[config.mk]
export PLATFORM = sky130hd
export DESIGN_NAME = gtest_objection_ctrl
export DESIGN_NICKNAME = d
export VERILOG_FILES = /design/src/rtl/gtest_objection_pkg.sv /design/src/rtl/gtest_popcount.sv /design/src/rtl/gtest_objection_ctrl.sv
export SDC_FILE = /design/constraint.sdc
export NUM_CORES = 1
export LEC_CHECK = 0
export ABC_CLOCK_PERIOD_IN_PS = 8100
export CORE_MARGIN = 4
export CORE_UTILIZATION = 28
export CTS_CLUSTER_SIZE = 20
export DETAILED_ROUTE_END_ITERATION = 10
export PLACE_DENSITY_LB_ADDON = 0.12
export SLEW_MARGIN = 20
export SYNTH_ARGS = -nofsm -noshare
export SYNTH_HDL_FRONTEND = slang
export SYNTH_SLANG_ARGS = --single-unit
[constraint.sdc]
create_clock -name clock -period 8.1 [get_ports clock]
set_input_delay 2.025 -clock clock [delete_from_list [all_inputs] [get_ports clock]]
set_output_delay 2.025 -clock clock [all_outputs]
set_load 0.03 [all_outputs]
[src/rtl/gtest_objection_pkg.sv]
// Shared types for the objection controller: FSM states, report severities
// and a saturating 16-bit increment used by the report counters.
package gtest_objection_pkg;

  typedef enum logic [1:0] {
    ST_IDLE  = 2'd0,
    ST_RUN   = 2'd1,
    ST_DRAIN = 2'd2,
    ST_DONE  = 2'd3
  } state_t;

  typedef enum logic [1:0] {
    SEV_INFO  = 2'd0,
    SEV_WARN  = 2'd1,
    SEV_ERROR = 2'd2,
    SEV_FATAL = 2'd3
  } sev_t;

  function automatic logic [15:0] sat_inc16(input logic [15:0] v);
    return (v == 16'hFFFF) ? v : v + 16'd1;
  endfunction

endpackage

[src/rtl/gtest_popcount.sv]
// Combinational population count of a W-bit vector.
module gtest_popcount #(
  parameter int W = 4
) (
  input  logic [W-1:0]               vec,
  output logic [$clog2(W+1)-1:0]     count
);
  localparam int CW = $clog2(W + 1);

  always_comb begin
    count = '0;
    for (int i = 0; i < W; i++) begin
      count = count + CW'(vec[i]);
    end
  end

endmodule

[src/rtl/gtest_objection_ctrl.sv]
// Test-run objection controller: counts raised/dropped objections, drains, and
// reports a registered pass/fail verdict. Watchdog enabled by GTEST_OBJ_TIMEOUT_EN.
module gtest_objection_ctrl
  import gtest_objection_pkg::*;
#(
  parameter int N_SRC          = 4,
  parameter int CNT_W          = 8,
  parameter int DRAIN_CYCLES   = 16,
  parameter int TIMEOUT_CYCLES = 65535
) (
  input  logic             clock,
  input  logic             reset_n,
  input  logic             start,
  input  logic [N_SRC-1:0] raise,
  input  logic [N_SRC-1:0] drop,
  input  logic             rpt_valid,
  input  logic [1:0]       rpt_sev,
  output logic             rpt_ready,
  output logic [CNT_W-1:0] objections,
  output logic             busy,
  output logic             done,
  output logic             pass,
  output logic [15:0]      num_warn,
  output logic [15:0]      num_err,
  output logic             fatal_seen,
  output logic             underflow,
  output logic             timeout
);
  localparam int PC_W    = $clog2(N_SRC + 1);
  localparam int SUM_W   = CNT_W + PC_W + 1;
  localparam int DRAIN_W = $clog2(DRAIN_CYCLES + 1);

  state_t             state, state_nxt;
  logic [PC_W-1:0]    pc_raise, pc_drop;
  logic [CNT_W-1:0]   count_nxt;
  logic [DRAIN_W-1:0] drain_cnt, drain_nxt;
  logic [15:0]        warn_nxt, err_nxt;
  logic               fatal_nxt, underflow_nxt, timeout_nxt;
  logic               raised, raised_nxt;
  logic               active, rpt_fire, fatal_hit;
  logic signed [SUM_W-1:0] net;

`ifdef GTEST_OBJ_TIMEOUT_EN
  localparam int WD_W = $clog2(TIMEOUT_CYCLES + 1);
  logic [WD_W-1:0] wd_cnt, wd_nxt;
`else
  // The watchdog limit has no consumer when the watchdog is compiled out.
  logic unused_timeout_cfg;
  assign unused_timeout_cfg = ^TIMEOUT_CYCLES;
  assign timeout = 1'b0;
`endif

  gtest_popcount #(.W(N_SRC)) u_pc_raise (.vec(raise), .count(pc_raise));
  gtest_popcount #(.W(N_SRC)) u_pc_drop  (.vec(drop),  .count(pc_drop));

  assign active    = (state == ST_RUN) || (state == ST_DRAIN);
  assign rpt_fire  = rpt_valid && rpt_ready;
  assign fatal_hit = rpt_fire && (sev_t'(rpt_sev) == SEV_FATAL);
  // Signed, wide enough that neither saturation nor underflow can wrap.
  assign net = $signed(SUM_W'(objections)) + $signed(SUM_W'(pc_raise))
             - $signed(SUM_W'(pc_drop));

  always_comb begin
    // NOTE: every variable is given a default first so no path infers a latch.
    state_nxt     = state;
    count_nxt     = objections;
    drain_nxt     = drain_cnt;
    warn_nxt      = num_warn;
    err_nxt       = num_err;
    fatal_nxt     = fatal_seen;
    underflow_nxt = underflow;
    timeout_nxt   = timeout;
    raised_nxt    = raised;
`ifdef GTEST_OBJ_TIMEOUT_EN
    wd_nxt        = wd_cnt;
`endif
    if (!active) begin
      if (start) begin
        state_nxt     = ST_RUN;
        count_nxt     = '0;
        drain_nxt     = '0;
        warn_nxt      = '0;
        err_nxt       = '0;
        fatal_nxt     = 1'b0;
        underflow_nxt = 1'b0;
        timeout_nxt   = 1'b0;
        raised_nxt    = 1'b0;
`ifdef GTEST_OBJ_TIMEOUT_EN
        wd_nxt        = '0;
`endif
      end
    end else begin
      if (net[SUM_W-1]) begin
        count_nxt     = '0;
        underflow_nxt = 1'b1;
      end else if (net > $signed(SUM_W'({CNT_W{1'b1}}))) begin
        count_nxt = '1;
      end else begin
        count_nxt = net[CNT_W-1:0];
      end
      if (|raise) raised_nxt = 1'b1;

      if (rpt_fire) begin
        case (sev_t'(rpt_sev))
          SEV_WARN:  warn_nxt  = sat_inc16(num_warn);
          SEV_ERROR: err_nxt   = sat_inc16(num_err);
          SEV_FATAL: fatal_nxt = 1'b1;
          default:   ;
        endcase
      end

      // Drain counts quiet cycles after the edge that brought the count to zero.
      if (state == ST_RUN) begin
        if (count_nxt == '0) begin
          state_nxt = ST_DRAIN;
          drain_nxt = '0;
        end
      end else if (count_nxt != '0) begin
        state_nxt = ST_RUN;
      end else begin
        drain_nxt = drain_cnt + DRAIN_W'(1);
        if (drain_nxt == DRAIN_W'(DRAIN_CYCLES)) state_nxt = ST_DONE;
      end

`ifdef GTEST_OBJ_TIMEOUT_EN
      if (count_nxt != objections) begin
        wd_nxt = '0;
      end else begin
        wd_nxt = wd_cnt + WD_W'(1);
        if (wd_nxt == WD_W'(TIMEOUT_CYCLES)) begin
          timeout_nxt = 1'b1;
          state_nxt   = ST_DONE;
        end
      end
`endif

      if (fatal_hit) state_nxt = ST_DONE;
    end
  end

  always_ff @(posedge clock or negedge reset_n) begin
    if (!reset_n) begin
      state      <= ST_IDLE;
      objections <= '0;
      drain_cnt  <= '0;
      num_warn   <= '0;
      num_err    <= '0;
      fatal_seen <= 1'b0;
      underflow  <= 1'b0;
      raised     <= 1'b0;
      busy       <= 1'b0;
      rpt_ready  <= 1'b0;
      done       <= 1'b0;
      pass       <= 1'b0;
`ifdef GTEST_OBJ_TIMEOUT_EN
      timeout    <= 1'b0;
      wd_cnt     <= '0;
`endif
    end else begin
      // NOTE: non-blocking assignments so every flop samples pre-edge values.
      state      <= state_nxt;
      objections <= count_nxt;
      drain_cnt  <= drain_nxt;
      num_warn   <= warn_nxt;
      num_err    <= err_nxt;
      fatal_seen <= fatal_nxt;
      underflow  <= underflow_nxt;
      raised     <= raised_nxt;
      busy       <= (state_nxt == ST_RUN) || (state_nxt == ST_DRAIN);
      rpt_ready  <= (state_nxt == ST_RUN) || (state_nxt == ST_DRAIN);
      done       <= (state_nxt == ST_DONE);
      pass       <= (state_nxt == ST_DONE) && (err_nxt == 16'd0) && !fatal_nxt
                    && !underflow_nxt && !timeout_nxt && raised_nxt;
`ifdef GTEST_OBJ_TIMEOUT_EN
      timeout    <= timeout_nxt;
      wd_cnt     <= wd_nxt;
`endif
    end
  end

endmodule

Word-level counts from Yosys, hierarchy flattened
Cells that the tools add are included.

storage, ports and cells
  logic and storage cells = 93
  input bits = 14
  output and inout bits = 47
  bits in registers = 53

operators by class
  equality and inequality tests = 16
  reductions and logical operators = 17
  $add $sub $neg = 11
  mux-type cells = 37
  $lt $le $gt $ge = 1

operators with widths
  cell                                                                               count
  16-bit two-way mux                                                                 10
  8-bit two-way mux                                                                  5
  16-bit by 1-bit adder with 16-bit output (second input constant)                   2
  16-bit == test (second input constant)                                             2
  5-bit two-way mux                                                                  5
  16-bit zero test                                                                   1
  2-bit two-way mux                                                                  7
  3-bit by 1-bit adder with 3-bit output                                             4
  2-bit == test (second input constant)                                              5
  10-bit by 9-bit greater-than comparator with 1-bit output (second input constant)  1
  1-bit two-way mux                                                                  10
  9-bit by 3-bit subtractor with 10-bit output                                       1
  8-bit by 3-bit adder with 9-bit output                                             1
  8-bit zero test                                                                    1
  8-bit nonzero test                                                                 1
  2-bit by 1-bit == test with 1-bit output (second input constant)                   3
  1-bit logical AND                                                                  6
  5-bit by 1-bit adder with 5-bit output (second input constant)                     1
  5-bit == test (second input constant)                                              1
  1-bit by 1-bit adder with 2-bit output                                             2
  2-bit by 1-bit != test with 1-bit output (second input constant)                   2
  4-bit AND reduction                                                                1
  4-bit OR reduction                                                                 1
  3-bit by 2-bit != test with 1-bit output (second input constant)                   1
  6 further kinds                                                                    8

Depth between registers and ports, before layout
  word-level depth = 19
  mapped depth = 22
  mapped depth without buffers = 22

Cells and area by module
Synthesis repeated with hierarchy kept, for this count alone.

unflattened totals
  cells, all modules = 395
  area total of the unflattened synthesis = 3507.1 um^2

modules (own cells, without submodules)
  module                times used  area an instance (um^2)  sequential area each (um^2)  cells an instance
  gtest_objection_ctrl  1           3379.5                   1326.3                       379
  gtest_popcount        2           63.8                     0.0                          8

Worst setup path after synthesis
Ideal clock, no wire load.

  kind = in2reg
  start point = input drop[0]
  end point = register pass
  stages on the path = 18
  setup slack = 1.889 ns
  library setup time = 0.096 ns
  arrival time = 6.115 ns
  buffers on the path = 0
  data required time = 8.004 ns
  path through = ha_1 -> fa_1 -> ha_1 -> inv_1 -> fa_1 -> fa_1 -> a211oi_2 -> o21ai_1 -> a21o_1 -> a2111oi_2 -> a21o_1 -> a211oi_1 -> nor2_1 -> ha_1 -> nand3_1 -> a2111oi_0 -> o2111ai_1 -> nor4_2

between the ends
  word-level cells in the longest chain between the ends = 18

RTL lines
  element                                                       line                                                      source
  start, declared                                               gtest_objection_ctrl.sv:15                                input logic [N_SRC-1:0] drop,
  1-bit by 1-bit adder with 2-bit output (*)                    gtest_popcount.sv:13                                      count = count + CW'(vec[i]);
  3-bit by 1-bit adder with 3-bit output (*) (2 in series)      gtest_popcount.sv:13
  9-bit by 3-bit subtractor with 10-bit output (*)              gtest_objection_ctrl.sv:61                                - $signed(SUM_W'(pc_drop));
  10-bit by 9-bit greater-than comparator with 1-bit output     gtest_objection_ctrl.sv:96                                end else if (net > $signed(SUM_W'({CNT_W{1'b1}}))) begin
  8-bit two-way mux                                             gtest_objection_ctrl.sv:96
  8-bit two-way mux (*)                                         gtest_objection_ctrl.sv:93                                if (net[SUM_W-1]) begin
  8-bit two-way mux (*)                                         gtest_objection_ctrl.sv:77                                if (!active) begin
  8-bit nonzero test / 8-bit zero test (equally long branches)  gtest_objection_ctrl.sv:118, gtest_objection_ctrl.sv:114
  2-bit two-way mux (on tied branches)                          gtest_objection_ctrl.sv:118, gtest_objection_ctrl.sv:114
  2-bit two-way mux (*)                                         gtest_objection_ctrl.sv:113                               if (state == ST_RUN) begin
  2-bit two-way mux (*)                                         gtest_objection_ctrl.sv:137                               if (fatal_hit) state_nxt = ST_DONE;
  2-bit two-way mux (*)                                         gtest_objection_ctrl.sv:77
  named net state_nxt[1]                                        gtest_objection_ctrl.sv:33                                state_t state, state_nxt;
  2-bit == test (*)                                             gtest_objection_ctrl.sv:172                               pass <= (state_nxt == ST_DONE) && (err_nxt == 16'd0) && !fatal_nxt
  1-bit logical AND (*) (2 in series)                           gtest_objection_ctrl.sv:172
  1-bit logical AND (*) (2 in series)                           gtest_objection_ctrl.sv:173                               && !underflow_nxt && !timeout_nxt && raised_nxt;
  end signal, assigned                                          gtest_objection_ctrl.sv:172
  end, declared                                                 gtest_objection_ctrl.sv:22                                output logic pass,

The timed path passes the listed nets; every way through them passes the cells marked *. The select of a mux whose other input is x is not followed.
A chain may end at the register's enable or synchronous reset.

Worst setup path in the final report
  start point = input raise[0]
  end point = register pass

between the ends
  word-level cells in the longest chain between the ends = 19

RTL lines
  element                                                       line                                                      source
  start, declared                                               gtest_objection_ctrl.sv:14                                input logic [N_SRC-1:0] raise,
  1-bit by 1-bit adder with 2-bit output (*)                    gtest_popcount.sv:13
  3-bit by 1-bit adder with 3-bit output (*) (2 in series)      gtest_popcount.sv:13
  8-bit by 3-bit adder with 9-bit output (*)                    gtest_objection_ctrl.sv:60                                assign net = $signed(SUM_W'(objections)) + $signed(SUM_W'(pc_raise))
  9-bit by 3-bit subtractor with 10-bit output (*)              gtest_objection_ctrl.sv:61
  10-bit by 9-bit greater-than comparator with 1-bit output     gtest_objection_ctrl.sv:96
  8-bit two-way mux                                             gtest_objection_ctrl.sv:96
  8-bit two-way mux (*)                                         gtest_objection_ctrl.sv:93
  8-bit two-way mux (*)                                         gtest_objection_ctrl.sv:77
  8-bit nonzero test / 8-bit zero test (equally long branches)  gtest_objection_ctrl.sv:118, gtest_objection_ctrl.sv:114
  2-bit two-way mux (on tied branches)                          gtest_objection_ctrl.sv:118, gtest_objection_ctrl.sv:114
  2-bit two-way mux (*)                                         gtest_objection_ctrl.sv:113
  2-bit two-way mux (*)                                         gtest_objection_ctrl.sv:137
  2-bit two-way mux (*)                                         gtest_objection_ctrl.sv:77
  named net state_nxt[1]                                        gtest_objection_ctrl.sv:33
  2-bit == test (*)                                             gtest_objection_ctrl.sv:172
  1-bit logical AND (*) (2 in series)                           gtest_objection_ctrl.sv:172
  1-bit logical AND (*) (2 in series)                           gtest_objection_ctrl.sv:173

Marked as above.

==> metrics.cfg <==
[placement]
dp_slack_ns = 1.07
place_hpwl_um = 6510
gp_congestion = 0.813
port_buffers = 59

[global_route]
grt_overflow = 0
track_usage = 0.127
grt_pass1_vias = 2996
grt_pass1_wl_um = 14900
grt_start_max_net_pins = 54
antenna_found_initial = 0

[worst_setup_path]
cp_max_fo = 3
arrival_ns = 6.90
cp-start-kind = input port
reg2reg_to = pass
rrSetupSlack_ns = 4.13
end_kind = flip-flop
timing.rr.start = objections[1]
cp.required_ns = 8.31
worstSetupPathType = in -> reg
worst_path_max_delay_cell = fa_1
cpPeakStageDelay_ns = 0.49
cp-endpoint = pass
setup.worst_path.start = raise[0]
path_cells = clkdlybuf4s50_1, inv_1, ha_1, inv_1, fa_1, inv_1, ha_1, fa_1, fa_1, a211oi_2, o21ai_1, a21o_1, a2111oi_2, a21o_1, a211oi_1, nor2_1, ha_1, nand3_1, a2111oi_0, o2111ai_1, nor4_2
r2r_cells = 14

[routing]
dr.pass1.iters = 4
met3_length_um = 343
wl_per_cell_um = 14.8
drt_drc_violations_left = 0
drt-initial-drc-count = 108
vias_per_cell = 4.85
wirelength_um = 8900
wl_met2_um = 4220
ant_nets = 0
wl_met1_um = 4280
top_layer = met4
vias = 2919

[cts]
cts_resized = 0
clkTransAtPathRegs_ns = 0.08
hold_buffers = 0
clkLatencyLatePin_ns = 0.29
cts_tree = built
cts_sinks = 53
postCtsSetupBuffers = 0
clockBufferDepth = 2
htreeDepth = 2
numCtsBuffers = 5
clockRootBuffer = clkbuf_16

[sta]
drv_slew = 0
skew_ns = 0.00830
hold_viol_final = 0
finalCriticalPeriod_ns = 6.69
setup_viol = 0
fin_ws_ns = 1.41
worstMarginPinSlew_ns = 0.780
finalSetupTns_ns = 0
fmax_mhz = 149
fin_crit_sh = 0.826
rsz0062_at_grt = no
maxSlewHeadroom = 0.473

[worst_hold_path]
hp-class = reg -> reg

[floorplanning]
die_area_mm2 = 0.0142
start_util = 0.286
rows = 40
die_width_um = 119
core_mm2 = 0.0121
dieHeight_um = 119
ios = 61

[power]
power.density_mw_per_mm2 = 340
p_leak_nw = 1.92
ir_worst_vdd_mv = 0.157

[yosys]
synth_most_common_cell = dfrtp_1
yosys.area.top_type = dfrtp_1
synth-seq-cells = 53
synthCells = 372
ys_seq_area_frac = 0.384
synth_edf_count = 0
syn-num-nets = 414
ys_top_cells_by_count = dfrtp_1 (53), nor2_1 (47), nand2_1 (44)
syn-cell-area_mm2 = 0.00345
synth_area_per_cell_um2 = 9.28
synthFlopType = dfrtp_1
ys_warn_count = 0
synth_area_leaders = dfrtp_1 (38%), ha_1 (8.3%), nor2_1 (5.1%)
synth_cell_type_count = 68
yosysTopAreaCellShare = 0.384
synth-async-reset-ratio = 1.00

[layout]
fin_util = 0.365
area_growth_pct = 27.4
nNetsFinal = 475
layout-drive-gt1-share = 0.0691
diodes = 0

[status]
status = finished, final reports clean

[run]
maxCapViolations = 0

worst max-delay path: cells and delay by family:
family	cells	cell delay, ns
AOI/OAI and AO/OA	8	1.90
adders and majority gates	6	1.98
buffers and inverters	4	0.63
and+or+nand+nor	3	0.36
registers in the layout (all words and copies together), names as in the netlist:
signal      flops
underflow       1
busy            1
objections      8
drain_cnt       5
done            1
pass            1
state           2
num_warn       16
fatal_seen      1
num_err        16
raised          1
layout by cell type (no fill, tap or decap), types with 3 or more instances in the layout:
cell / netlist / final
nand2_1: 44 / 44
nand3_1: 15 / 15
a21oi_1: 11 / 11
xnor2_1: 6 / 6
nor3_1: 6 / 6
and3_1: 3 / 3
or2_2: 4 / 4
clkdlybuf4s50_1: 0 / 58
o21ai_0: 11 / 11
nor2b_1: 4 / 4
ha_1: 23 / 23
a21o_1: 3 / 3
o21ai_1: 3 / 3
buf_4: 3 / 3
and4_1: 3 / 3
mux2i_1: 9 / 9
inv_1: 27 / 27
nor2_1: 47 / 47
a31oi_1: 4 / 4
a211o_1: 3 / 3
xor2_1: 9 / 9
clkbuf_16: 0 / 5
nand4_1: 9 / 9
nand2b_1: 3 / 3
a22o_1: 4 / 4
dfrtp_1: 53 / 53
nor4_2: 3 / 3
fa_1: 5 / 5
o21bai_1: 3 / 3
power by group:
part | switching [mW] | leakage [nW] | internal (mW)
Combinational | 0.521 | 1.14 | 0.343
Clock | 0.104 | 0.0810 | 0.147
Sequential | 0.0588 | 0.706 | 0.321
metrics by stage:
step / power (mW) / instance area, um2 / std cells / hold WS [ns]
after floorplan: 0.997 / 3450 / 372 / 0.499
after global placement: 1.26 / 4230 / 594 / 0.499
after detailed placement: 1.25 / 4230 / 594 / 0.502
after CTS: 1.51 / 4400 / 602 / 0.519
after global routing: 1.63 / 4400 / 602 / 0.540
final: 1.49 / 4400 / 602 / 0.505
how the worst min path moves through the flow:
stage / slack [ns] / endpoint / cells past startpoint / startpoint
floorplan: 0.50 / drain_cnt[2] / 1 / drain_cnt[2]
global placement: 0.50 / objections[0] / 2 / objections[0]
detailed placement: 0.50 / objections[0] / 2 / objections[0]
CTS: 0.52 / objections[0] / 2 / objections[0]
global route: 0.54 / objections[0] / 2 / objections[0]
finish: 0.51 / objections[0] / 2 / objections[0]
cells by family after synthesis:
kind of cell	Yosys count	synth area share
flip-flops	53	0.384
AND/OR/NAND/NOR	159	0.243
multiplexers	12	0.0359
other	1	0.00109
buffers and inverters	35	0.0413
XOR/XNOR	15	0.0380
adder cells (fa/ha/maj)	28	0.112
AO/OA/AOI/OAI	69	0.144
routing by layer:
| metal | global-route usage | up-vias |
|---|---|---|
| li1 | - | 1445 |
| met1 | 0.168 | 1413 |
| met2 | 0.215 | 57 |
| met3 | 0.0242 | 4 |
| met4 | 0.0282 | 0 |
| met5 | 0 | - |
layout make-up:
class	instances	area (um2)
tap	168	210
clock buffer	6	129
multi-input combinational	284	1980
fill	1250	7660
clock inverter	2	38.8
inverter	27	101
timing repair buffer	62	608
sequential	53	1330
Power figures use the tool's default switching activity.
==> RTL change: new RTL, same flow settings <==
Change the parameter `N_SRC` from 4 to 8.
--- a/src/rtl/gtest_objection_ctrl.sv
+++ b/src/rtl/gtest_objection_ctrl.sv
@@ -4,5 +4,5 @@
   import gtest_objection_pkg::*;
 #(
-  parameter int N_SRC          = 4,
+  parameter int N_SRC          = 8,
   parameter int CNT_W          = 8,
   parameter int DRAIN_CYCLES   = 16,
Ports: changed (resized drop and raise); port bits go from 61 to 69. No check against the original RTL was run, so the function may have changed too.
==> RTL change against the unedited design <==
- sequential cell count stayed put
- die area is 7.3% higher
- total power is 25% higher
- final cell count is 8.0% higher
- synthesized area is 7.8% higher
- routed wire length is 4.9% higher
- global-route usage is 0.19 points higher
- final area is 13% higher
- worst setup slack worse by 1.1 ns
- first-iteration DRC count is 18% higher
- combinational power is 47% higher
- largest power group unchanged
==> RTL change: results (changes against the unedited design) <==
[metrics] complex-gate fraction of the synthesized area: 12.84% (-1.6 points)
[metrics] violation count after the first detailed-route iteration: 127 (+18%)
[metrics] CP top delay family: adder cells
[metrics] last weighted congestion value of the routability-driven placer: 0.8316 (+2.3%)
[metrics] leading cell types by count after synthesis: sky130_fd_sc_hd__dfrtp_1 (53), sky130_fd_sc_hd__inv_1 (42), sky130_fd_sc_hd__nand2_1 (33), sky130_fd_sc_hd__nor2_1 (33), sky130_fd_sc_hd__ha_1 (25)
[metrics] Max-Slew Margin vs Limit: 47.98% (+0.68 points)
[metrics] cell chosen for the clock root: sky130_fd_sc_hd__clkbuf_16
[metrics] worst ir drop on vdd: 0.1740 mV (+11%)
[metrics] setup skew after layout: 0.003795 ns (-0.004506 ns)
[metrics] leakage power: 2.250 nW (+17%)
[metrics] final-layout fill cell count: 1317 (+5.4%)
[metrics] number of distinct standard cells referenced by the synthesized netlist: 56 (-18%)
[metrics] DP Cell Count: 638 (+7.4%)
[metrics] vias in the first global route: 3199 (+6.8%)
[metrics] clock edge transition at the registers on the reported setup and hold paths: 0.07 ns
[metrics] HPWL Detailed: 7.174 mm (+10%)
[metrics] proportion of layout cells with a drive suffix above 1: 14.02% (+7.1 points)
[metrics] cell area after placement: 4633 um2 (+9.5%)
[metrics] post-synthesis sequential area ratio: 35.63% (-2.8 points)
[metrics] Post-Synth XOR/XNOR Area: 5.647% (+1.8 points)
[metrics] syn nets: 459 (+11%)
[metrics] cell type of the slowest stage on the worst timing path: sky130_fd_sc_hd__or4_4
[metrics] final routed wire length divided by cell count: 14.36 um (-2.9%)
[metrics] port buffer count: 67 (+14%)
[metrics] Cells after Synth: 400 (+7.5%)
[metrics] top area cells in the synthesized netlist: sky130_fd_sc_hd__dfrtp_1 (36%), sky130_fd_sc_hd__ha_1 (8.4%), sky130_fd_sc_hd__fa_1 (6.5%)
[metrics] Detailed Routing Iterations Pass 1: 4 (unchanged)
[metrics] first-pass GRT wire length: 15.70 mm (+5.4%)
[metrics] fraction of synthesized area in multiplexers: 3.227% (-0.36 points)
[metrics] overall track demand over capacity in global routing: 12.90% (+0.19 points)
[metrics] maximum fanout encountered on the critical timing path: 4 (+1)
[metrics] drt via density: 4.834 (-0.31%)
[metrics] run status: finished, final reports clean
[metrics] Place WS: -0.5326 ns (-1.604 ns)
[metrics] synthesized-area fraction occupied by adder cells: 14.86% (+3.6 points)
[metrics] slowest stage delay, CP: 0.56 ns (+0.07 ns)
[metrics] commonest register cell after synthesis: sky130_fd_sc_hd__dfrtp_1
[metrics] count of nets after finishing: 537 (+13%)
[metrics] arrival time worst endpoint: 8.04 ns (+1.14 ns)
[metrics] Final Routed Wirelength: 9.337 mm (+4.9%)
-- RTL change: power breakdown --
group          switching [W]  internal [W]
registers          0.0000582      0.000321
clock network      0.0000916      0.000122
logic               0.000682      0.000590
-- RTL change: through the flow --
stage,utilization [%],total power [W]
3_3_place_gp,36.13,0.001449
3_5_place_dp,36.13,0.001451
6_report,38.86,0.001865
2_1_floorplan,-,0.001078
5_1_grt,38.86,0.002038
4_1_cts,37.53,0.001729
-- RTL change: what timing repair did --
action / in CTS / in global routing
setup endpoints to repair: 1 / 1
buffers inserted: 0 / 5
gates resized for setup: 8 / 35
pin swaps: 3 / 22
-- RTL change: per-layer routing --
metal  vias up  wire length [um]  part of all wire (%)  GRT usage (%)
li1       1560                 -                     -              -
met1      1520              4489                    48          17.83
met2        54              4425                    47          20.73
met3         8               324                   3.5          2.516
met4         0                97                   1.0          3.322
met5         -                 0                     0              0
-- RTL change: cell type report --
type	count	area, um2	area share (%)
Multi-Input combinational cell	292	2338	46.92
Sequential cell	53	1326	26.61
Timing Repair Buffer	84	803.3	16.12
Tap cell	172	215.2	4.318
Inverter	42	157.7	3.163
Clock buffer	7	142.6	2.862
-- RTL change: logic make-up after synthesis --
family,after synthesis
buffers and inverters,55
XOR/XNOR,24
adder cells (fa/ha/maj),37
AO/OA/AOI/OAI,70
other,1
flip-flops,53
AND/OR/NAND/NOR,148
multiplexers,12
-- RTL change: worst paths after layout --
check | start | end | slack, ns | cells past startpoint
min reg2reg | objections[1] | objections[1] | 0.56 | 1
max in group asynchronous | reset_n | num_err[13] | 5.77 | 2
min | objections[1] | objections[1] | 0.56 | 1
max | raise[1] | pass | 0.29 | 25
max reg2reg | objections[1] | pass | 3.90 | 16
min in group asynchronous | reset_n | num_warn[5] | 1.87 | 2
